## src/rtl/jpeg_pkg.sv

```systemverilog
// Shared JPEG definitions.
//   BLK_SZ   : coefficients per 8x8 block
//   zz_idx_t : 6-bit index into a block (zig-zag or raster)
//   ZZ_ORDER : zig-zag position -> raster position map (entry i = raster index of zig-zag i)
package jpeg_pkg;

  localparam int BLK_SZ = 64;

  typedef logic [5:0] zz_idx_t;

  localparam zz_idx_t ZZ_ORDER [BLK_SZ] = '{
    6'd0,  6'd1,  6'd8,  6'd16, 6'd9,  6'd2,  6'd3,  6'd10,
    6'd17, 6'd24, 6'd32, 6'd25, 6'd18, 6'd11, 6'd4,  6'd5,
    6'd12, 6'd19, 6'd26, 6'd33, 6'd40, 6'd48, 6'd41, 6'd34,
    6'd27, 6'd20, 6'd13, 6'd6,  6'd7,  6'd14, 6'd21, 6'd28,
    6'd35, 6'd42, 6'd49, 6'd56, 6'd57, 6'd50, 6'd43, 6'd36,
    6'd29, 6'd22, 6'd15, 6'd23, 6'd30, 6'd37, 6'd44, 6'd51,
    6'd58, 6'd59, 6'd52, 6'd45, 6'd38, 6'd31, 6'd39, 6'd46,
    6'd53, 6'd60, 6'd61, 6'd54, 6'd47, 6'd55, 6'd62, 6'd63
  };

endpackage

```

## src/rtl/zigzag_lut.sv

```systemverilog
// Zig-zag to raster index lookup (purely combinational).
// Ports:
//   zz_idx     in  6  zig-zag scan position
//   raster_idx out 6  corresponding raster (row*8+col) position
module zigzag_lut
  import jpeg_pkg::*;
(
  input  logic [5:0] zz_idx,
  output logic [5:0] raster_idx
);

  assign raster_idx = ZZ_ORDER[zz_idx];

endmodule

```

## src/rtl/zigzag_block_assembler.sv

```systemverilog
// Builds 8x8 coefficient blocks from (run, coefficient) symbols and hands
// complete blocks out in raster order. One or two block buffers ping-pong
// between the write (symbol) side and the read (block) side.
// Ports:
//   clk          in   1           rising-edge clock
//   rst          in   1           asynchronous reset, active low
//   in_valid     in   1           symbol present
//   in_ready     out  1           symbol accepted on in_valid && in_ready
//   in_run       in   RUN_W       zeros preceding in_coef
//   in_coef      in   COEF_W      coefficient value
//   in_eob       in   1           end-of-block symbol (run/coef ignored)
//   out_valid    out  1           complete block on out_block
//   out_ready    in   1           block taken on out_valid && out_ready
//   out_block    out  64*COEF_W   raster-order block, entry k at [k*COEF_W +: COEF_W]
//   err_overflow out  1           one-cycle pulse after a symbol ran past position 63
module zigzag_block_assembler
  import jpeg_pkg::*;
#(
  parameter int COEF_W = 8,
  parameter int RUN_W  = 4,
  parameter int BANKS  = 2
) (
  input  logic                     clk,
  input  logic                     rst,
  input  logic                     in_valid,
  output logic                     in_ready,
  input  logic [RUN_W-1:0]         in_run,
  input  logic [COEF_W-1:0]        in_coef,
  input  logic                     in_eob,
  output logic                     out_valid,
  input  logic                     out_ready,
  output logic [64*COEF_W-1:0]     out_block,
  output logic                     err_overflow
);

  if (BANKS != 1 && BANKS != 2) begin : g_bad_banks
    $error("zigzag_block_assembler: BANKS must be 1 or 2");
  end

  // Storage is always sized for two buffers. With BANKS=1 both pointers stay
  // at 0, so buffer 1 is never written and only ever holds zero.
  localparam int NB = 2;

  zz_idx_t           pos;
  logic              wr_ptr;
  logic              rd_ptr;
  logic [NB-1:0]     full;
  logic [COEF_W-1:0] bank [NB][BLK_SZ];
  logic [6:0]        tgt;
  zz_idx_t           raster_idx;
  logic              accept;
  logic              sym_write;
  logic              sym_ovf;
  logic              blk_close;
  logic              blk_release;
  logic              err_p1;

  function automatic logic next_ptr(input logic p);
    return (BANKS == 2) ? ~p : 1'b0;
  endfunction

  // Target computed one bit wider than pos so a run past 63 is visible in tgt[6].
  assign tgt         = {1'b0, pos} + 7'(in_run);
  assign in_ready    = !full[wr_ptr];
  assign out_valid   = full[rd_ptr];
  assign accept      = in_valid && in_ready;
  assign sym_write   = accept && !in_eob && !tgt[6];
  assign sym_ovf     = accept && !in_eob && tgt[6];
  assign blk_close   = accept && (in_eob || tgt[6] || (tgt[5:0] == 6'd63));
  assign blk_release = out_valid && out_ready;
  assign err_overflow = err_p1;

  zigzag_lut u_lut (
    .zz_idx     (tgt[5:0]),
    .raster_idx (raster_idx)
  );

  // Control: position counter, bank pointers, full flags, error pulse.
  // A close always targets bank[wr] (not full) and a release bank[rd] (full),
  // so the two can never hit the same bank in one cycle.
  always_ff @(posedge clk or negedge rst) begin
    if (!rst) begin
      pos    <= '0;
      wr_ptr <= 1'b0;
      rd_ptr <= 1'b0;
      full   <= '0;
      err_p1 <= 1'b0;
    end else begin
      err_p1 <= sym_ovf;
      if (blk_close) begin
        pos    <= '0;
        wr_ptr <= next_ptr(wr_ptr);
      end else if (sym_write) begin
        pos <= tgt[5:0] + 6'd1;
      end
      if (blk_release) begin
        rd_ptr <= next_ptr(rd_ptr);
      end
      for (int b = 0; b < NB; b++) begin
        if (blk_close && (wr_ptr == 1'(b))) begin
          full[b] <= 1'b1;
        end else if (blk_release && (rd_ptr == 1'(b))) begin
          full[b] <= 1'b0;
        end
      end
    end
  end

  // Block buffers: a released bank is zeroed at the release edge so the next
  // block it receives starts from all-zero.
  always_ff @(posedge clk or negedge rst) begin
    if (!rst) begin
      for (int b = 0; b < NB; b++) begin
        for (int k = 0; k < BLK_SZ; k++) begin
          bank[b][k] <= '0;
        end
      end
    end else begin
      for (int b = 0; b < NB; b++) begin
        if (blk_release && (rd_ptr == 1'(b))) begin
          for (int k = 0; k < BLK_SZ; k++) begin
            bank[b][k] <= '0;
          end
        end else if (sym_write && (wr_ptr == 1'(b))) begin
          bank[b][raster_idx] <= in_coef;
        end
      end
    end
  end

  always_comb begin
    out_block = '0;
    for (int k = 0; k < BLK_SZ; k++) begin
      out_block[k*COEF_W +: COEF_W] = bank[rd_ptr][k];
    end
  end

endmodule

```

## config.mk

```make
export PLATFORM = sky130hd
export DESIGN_NAME = zigzag_block_assembler
export DESIGN_NICKNAME = d
export VERILOG_FILES = /design/src/rtl/jpeg_pkg.sv /design/src/rtl/zigzag_lut.sv /design/src/rtl/zigzag_block_assembler.sv
export SDC_FILE = /design/constraint.sdc
export NUM_CORES = 2
export LEC_CHECK = 0
export CAP_MARGIN = 20
export CORE_MARGIN = 2
export CORE_UTILIZATION = 45
export DETAILED_ROUTE_END_ITERATION = 7
export HOLD_SLACK_MARGIN = 0.03
export PLACE_DENSITY = 0.65
export REMOVE_ABC_BUFFERS = 1
export SLEW_MARGIN = 0
export SYNTH_ARGS = -nofsm -noshare
export SYNTH_HDL_FRONTEND = slang
export SYNTH_HIERARCHICAL = 1
export SYNTH_SLANG_ARGS = --single-unit
```

## constraint.sdc

```tcl
create_clock -name clk -period 7.55 [get_ports clk]
set_input_delay 0.755 -clock clk [delete_from_list [all_inputs] [get_ports clk]]
set_output_delay 0.755 -clock clk [all_outputs]
set_load 0.005 [all_outputs]
```

### Word-level counts from Yosys, hierarchy flattened

Memories as Yosys holds them, arrays and structs flattened.
Index checks and enable logic that the tools add are counted.
W data, S select, Z words.

| word-level totals | value |
|---|---|
| output and inout port bits | 515 |
| word-level logic and storage cells | 195 |
| memories | 1 |
| bits of input ports | 17 |
| bits in registers | 1,035 |
| bits in read-only memories | 384 |

Memory list:

| memory | words | width | rd ports | clocked after memory_dff | wr ports | line | source |
|---|---|---|---|---|---|---|---|
| (name not given) | 64 | 6 | 1 | 0 | 0 | zigzag_lut.sv:12 | `assign raster_idx = ZZ_ORDER[zz_idx];` |

| cells by class | value |
|---|---|
| reductions and logical operators | 23 |
| add/sub/neg operators | 2 |
| bitwise gates (word level) | 5 |
| eq/ne operators | 1 |
| $lt $le $gt $ge | 6 |
| mux-type cells | 23 |

Operators by type and width:

| cell | count |
|---|---|
| $mux W512 | 7 |
| $bwmux W512 | 2 |
| $demux W8 S6 | 1 |
| $mux W6 | 4 |
| $ge A7 B7 Y1 const B | 2 |
| $not A6 Y7 | 2 |
| $logic_and A1 B1 Y1 | 13 |
| $reduce_bool A2 Y1 | 5 |
| $mux W1 | 8 |
| $mux W8 | 1 |
| $add A6 B4 Y7 | 1 |
| $lt A7 B1 Y1 const B | 1 |
| $add A6 B1 Y6 const B | 1 |
| $eq A6 B6 Y1 const B | 1 |
| $lt A1 B2 Y1 const B | 2 |
| $logic_not A1 Y1 | 3 |
| $ge A2 B2 Y1 const B | 1 |
| $logic_or A1 B1 Y1 | 2 |
| $not A1 Y1 | 2 |
| $not A1 Y2 | 1 |

### Longest topological paths before layout

| depth | value |
|---|---|
| depth in word-level cells | 13 |
| gate-level depth with buffers | 20 |
| depth with buffers taken out | 14 |

### Cells and area by module

Netlist, hierarchy kept.

Modules (own cells, without submodules):

| module | times used | seq. area each (um^2) | cells an instance | area each (um^2) |
|---|---|---|---|---|
| zigzag_block_assembler | 1 | 25,899.8 | 5,110 | 50,528.5 |
| zigzag_lut | 1 | 0.0 | 102 | 699.4 |

### Worst setup path before layout

OpenSTA, ideal clock, no wires.

| timing | value |
|---|---|
| kind | input to register |
| start | in in_run[0] |
| end | reg bank[701] (netlist name) |
| stages | 16 |
| arrival | 4.703 ns |
| setup slack | 2.711 ns |
| data required time | 7.414 ns |
| buffers on the path | 4 |
| path through | ha_1 fa_1 xor2_1 inv_1 ha_1 nor2_1 a31o_1 o32a_1 clkbuf_1 nand3b_2 or3_1 buf_2 buf_2 clkbuf_1 o21ai_0 a21oi_1 |

| between the ends | value |
|---|---|
| cells in the longest elaborated chain, start to end | 13 |
| elaborated cells on any way between the ends | 18 |
| those cells by class | 1 x add/sub; 2 x order compare; 7 x mux; 2 x bitwise; 5 x reduce/logical; 1 x memory |

RTL lines:

| element | line | source |
|---|---|---|
| start, declared | zigzag_block_assembler.sv:27 | `input logic [RUN_W-1:0] in_run,` |
| $add A6 B4 Y7 (*) | zigzag_block_assembler.sv:63 | `assign tgt = {1'b0, pos} + 7'(in_run);` |
| net tgt[2] | zigzag_block_assembler.sv:49 | `logic [6:0] tgt;` |
| $not A6 Y7 (not written as such) (*) | zigzag_lut.sv:12 |  |
| $mem_v2 Z64 W6 (*) | -- |  |
| $mux W6 (not written as such) (*) (2 in a row) | zigzag_lut.sv:12 |  |
| net raster_idx[4] | zigzag_block_assembler.sv:50 | `zz_idx_t raster_idx;` |
| $not A6 Y7 (not written as such) (*) | zigzag_block_assembler.sv:125 | `bank[b][raster_idx] <= in_coef;` |
| $ge A7 B7 Y1 (not written as such) or $lt A7 B1 Y1 (tied branches) | zigzag_block_assembler.sv:125 |  |
| $logic_and A1 B1 Y1 (not written as such) | zigzag_block_assembler.sv:125 |  |
| $mux W8 (not written as such) | zigzag_block_assembler.sv:125 |  |
| $demux W8 S6 (*) | zigzag_block_assembler.sv:125 |  |
| $bwmux W512 (*) | zigzag_block_assembler.sv:125 |  |
| $mux W512 (*) | zigzag_block_assembler.sv:124 | `end else if (sym_write && (wr_ptr == 1'(b))) begin` |
| $mux W512 (*) | zigzag_block_assembler.sv:120 | `if (blk_release && (rd_ptr == 1'(b))) begin` |
| end signal, assigned by index | zigzag_block_assembler.sv:125 |  |
| end, declared | zigzag_block_assembler.sv:48 | `logic [COEF_W-1:0] bank [NB][BLK_SZ];` |

Mark *: on every way through the listed nets, which the timed path passes. The rest lies on a longest branch. The select of a mux whose other input is x is not followed.
A chain may end at the register's enable or synchronous reset.

### Worst setup path after layout

| timing | value |
|---|---|
| start | in in_run[2] |
| end | reg bank[63] (netlist name) |

The elaborated chain is that of the path after synthesis.

==> flow_metrics.py <==
metrics = {
    "status": {
        "status": "finished, final reports clean",
    },
    "timing": {
        "worst_slew_pin_slew_ns": 1.28,
        "setup_tns_ns": 0,
        "final-setup-viol-count": 0,
        "finalCritPeriodShare": 0.789,
        "finalCriticalPeriod_ns": 5.96,
        "fmax_mhz": 168,
        "setup_slack_ns": 1.59,
        "rsz0062_at_grt": "no",
        "slew_headroom": 0.149,
        "fin_skew_ns": 0.0229,
        "hold_viol": 0,
        "drv_slew": 0,
    },
    "power_and_ir_drop": {
        "power_density_mw_per_mm2": 326,
        "leakage_nw": 26.3,
        "ir_worst_vdd_uv": 596,
        "power_mw": 20.0,
    },
    "cells_and_area": {
        "post-route-util": 0.543,
        "fill_cells": 9928,
        "final_area_mm2": 0.0612,
        "drive_above_1_share": 0.174,
        "nets": 5486,
        "synthToLayoutAreaGrowth_pct": 19.5,
    },
    "synth": {
        "synth.distinct_cells": 66,
        "synth-main-ff-cell": "dfrtp_1",
        "synth.area.mux_share": 0.158,
        "synth.most_common_cell": "dfrtp_1",
        "synth_edf_count": 0,
        "synth_compound_area_frac": 0.160,
        "synthTopCellsByArea": "dfrtp_1, mux2_2, nand2_1",
        "yosysSeqAreaShare": 0.506,
        "synth_xor_area_frac": 0.00120,
        "synth-seq-cells": 1035,
        "ys_top_cells_by_count": "dfrtp_1, nand2_1, a21oi_1",
        "synth_top_area_frac": 0.506,
        "synth_top_area_cell": "dfrtp_1",
        "synth_adder_area_share": 0.00430,
        "netlist_area_mm2": 0.0512,
        "synth_top_family_by_area": "compound AO/OA/AOI/OAI gates",
        "yosys.area_share.simple": 0.131,
        "yosysWarnings": 6,
        "syn_inst": 5212,
        "async_reset_ff_frac": 1.00,
        "syn_area_per_cell_um2": 9.83,
    },
    "worst_hold_path": {
        "hold_path_class": "input port to asynchronous set/reset pin",
    },
    "cts": {
        "cts_root_buffer": "clkbuf_16",
        "clk_path_buf_depth": 3,
        "cts_resized": 0,
        "post_cts_buffers": 0,
        "cts_hold_buf": 0,
        "cts.sinks": 1035,
        "cts_buffers": 111,
        "cts_tree": "built",
        "clk_pin_slew_worst_paths_ns": 0.06,
        "insertion_delay_ns": 0.71,
        "cts_max_level": 3,
    },
    "floorplan": {
        "start_util": 0.455,
        "rows": 123,
        "core_area_mm2": 0.113,
        "die_y_um": 341,
        "dieArea_mm2": 0.117,
        "io_pins": 532,
        "dieWidth_um": 341,
    },
    "drt": {
        "drt-initial-drc-count": 4168,
        "vias": 41900,
        "ant_nets": 0,
        "dr.pass1.iters": 8,
        "drt-total-wl_mm": 175,
        "drcViolationCount": 0,
        "wire_per_inst_um": 24.9,
        "viasPerCell": 5.95,
    },
    "global_route": {
        "antenna_found_initial": 3,
        "grt_pass1_wl_mm": 265,
        "grt_pass1_vias": 41200,
        "globalRoute.totalOverflow": 0,
        "groute.usage.overall": 0.293,
        "grt_max_degree": 187,
    },
    "placed_design": {
        "gp_congestion": 0.820,
        "dp_hpwl_mm": 104,
        "placedInstanceArea_mm2": 0.0574,
        "dpl_worst_slack_ns": 0.952,
        "io_buffers": 531,
    },
    "critical_path": {
        "cp.arrival_ns": 6.57,
        "slowest_delay_ns": 0.91,
        "worst-path-buf-inv": 3,
        "r2r-start": "pos[2]",
        "cp_max_fo": 65,
        "r2r-end": "bank[63]",
        "cp_cell_sequence": "clkdlybuf4s50_1 > ha_1 > and3_1 > o21ai_0 > and2_1 > nand2_1 > xnor2_1 > o22ai_1 > o31a_1 > nand3_2 > buf_4 > or3_4 > buf_4 > o21ai_0 > a21oi_1",
        "reg2reg_depth": 14,
        "cp-start-kind": "input port",
        "critPathKind": "input port to flip-flop",
        "cpLargestDelayFamily": "simple AND/OR/NAND/NOR gates",
        "r2r_slack_ns": 1.73,
        "slowest_stage": "and2_1",
        "crit_required_ns": 8.16,
        "crit_path_end_kind": "flip-flop",
    },
    "job": {
        "maxCapViolCount": 0,
    },
}
## flip-flops by register name, summed over array words and instances, names as in the netlist
name	flops
rd_ptr	1
err_overflow	1
wr_ptr	1
pos	6
bank	1024
full	2
## per-stage QoR
| stage | instances | hold WS, ns |
|---|---|---|
| floorplan | 4711 | 0.447 |
| global placement | 6837 | 0.465 |
| detailed placement | 6837 | 0.471 |
| CTS | 7040 | 0.140 |
| global route | 7042 | 0.175 |
| finish | 7043 | 0.132 |
## cells by family after synthesis
kind of cell,count (synthesis)
adders and majority gates,17
DFF,1035
muxes,742
AOI/OAI and AO/OA,1595
buffers and inverters,508
and+or+nand+nor,1308
xor gates and xnor gates,7
## power breakdown
| part | leakage (nW) | internal, mW | switching, mW |
|---|---|---|---|
| logic | 10.0 | 2.30 | 5.54 |
| registers | 14.4 | 6.17 | 0.343 |
| clock network | 1.85 | 3.26 | 2.33 |
| total | 26.3 | 11.7 | 8.22 |
## worst max path at each step
| stage | slack (ns) | from | end | depth (start not counted) |
|---|---|---|---|---|
| 5_1_grt | 1.25 | in_run[2] | bank[14] | 15 |
| 6_report | 1.59 | in_run[2] | bank[63] | 15 |
| 2_1_floorplan | -12.23 | rd_ptr | bank[384] | 3 |
| 3_5_place_dp | 0.95 | in_run[2] | bank[63] | 15 |
| 4_1_cts | 1.75 | in_run[2] | bank[14] | 15 |
| 3_3_place_gp | 1.10 | in_run[2] | bank[60] | 15 |
## metal layers
metal	GRT usage	vias up	share of wire
met4	0.0989	0	0.033
met2	0.451	1792	0.46
met5	0	-	0
met1	0.419	21200	0.43
li1	-	18600	-
met3	0.0526	275	0.082
## cell type report
type	instances	area [um^2]	area share
Antenna cell	1	2.50	0.0000409
Clock buffer	170	3370	0.0551
Clock inverter	33	344	0.00562
Inverter	7	26.3	0.000429
Multi-Input combinational cell	3669	23400	0.382
Sequential cell	1035	25900	0.423
Tap cell	1500	1880	0.0307
Timing Repair Buffer	628	6280	0.103
## cell usage in the layout (no fill, tap or decap), types with 58 or more instances in the layout
cell / n
dfrtp_1: 1034
nand2_1: 980
a21oi_1: 739
o21ai_0: 732
clkdlybuf4s50_1: 522
mux2_2: 513
mux2i_1: 228
nor2_1: 115
clkbuf_16: 114
buf_4: 86
nor4_4: 63
o22ai_1: 58
Power figures use the tool's default switching activity.
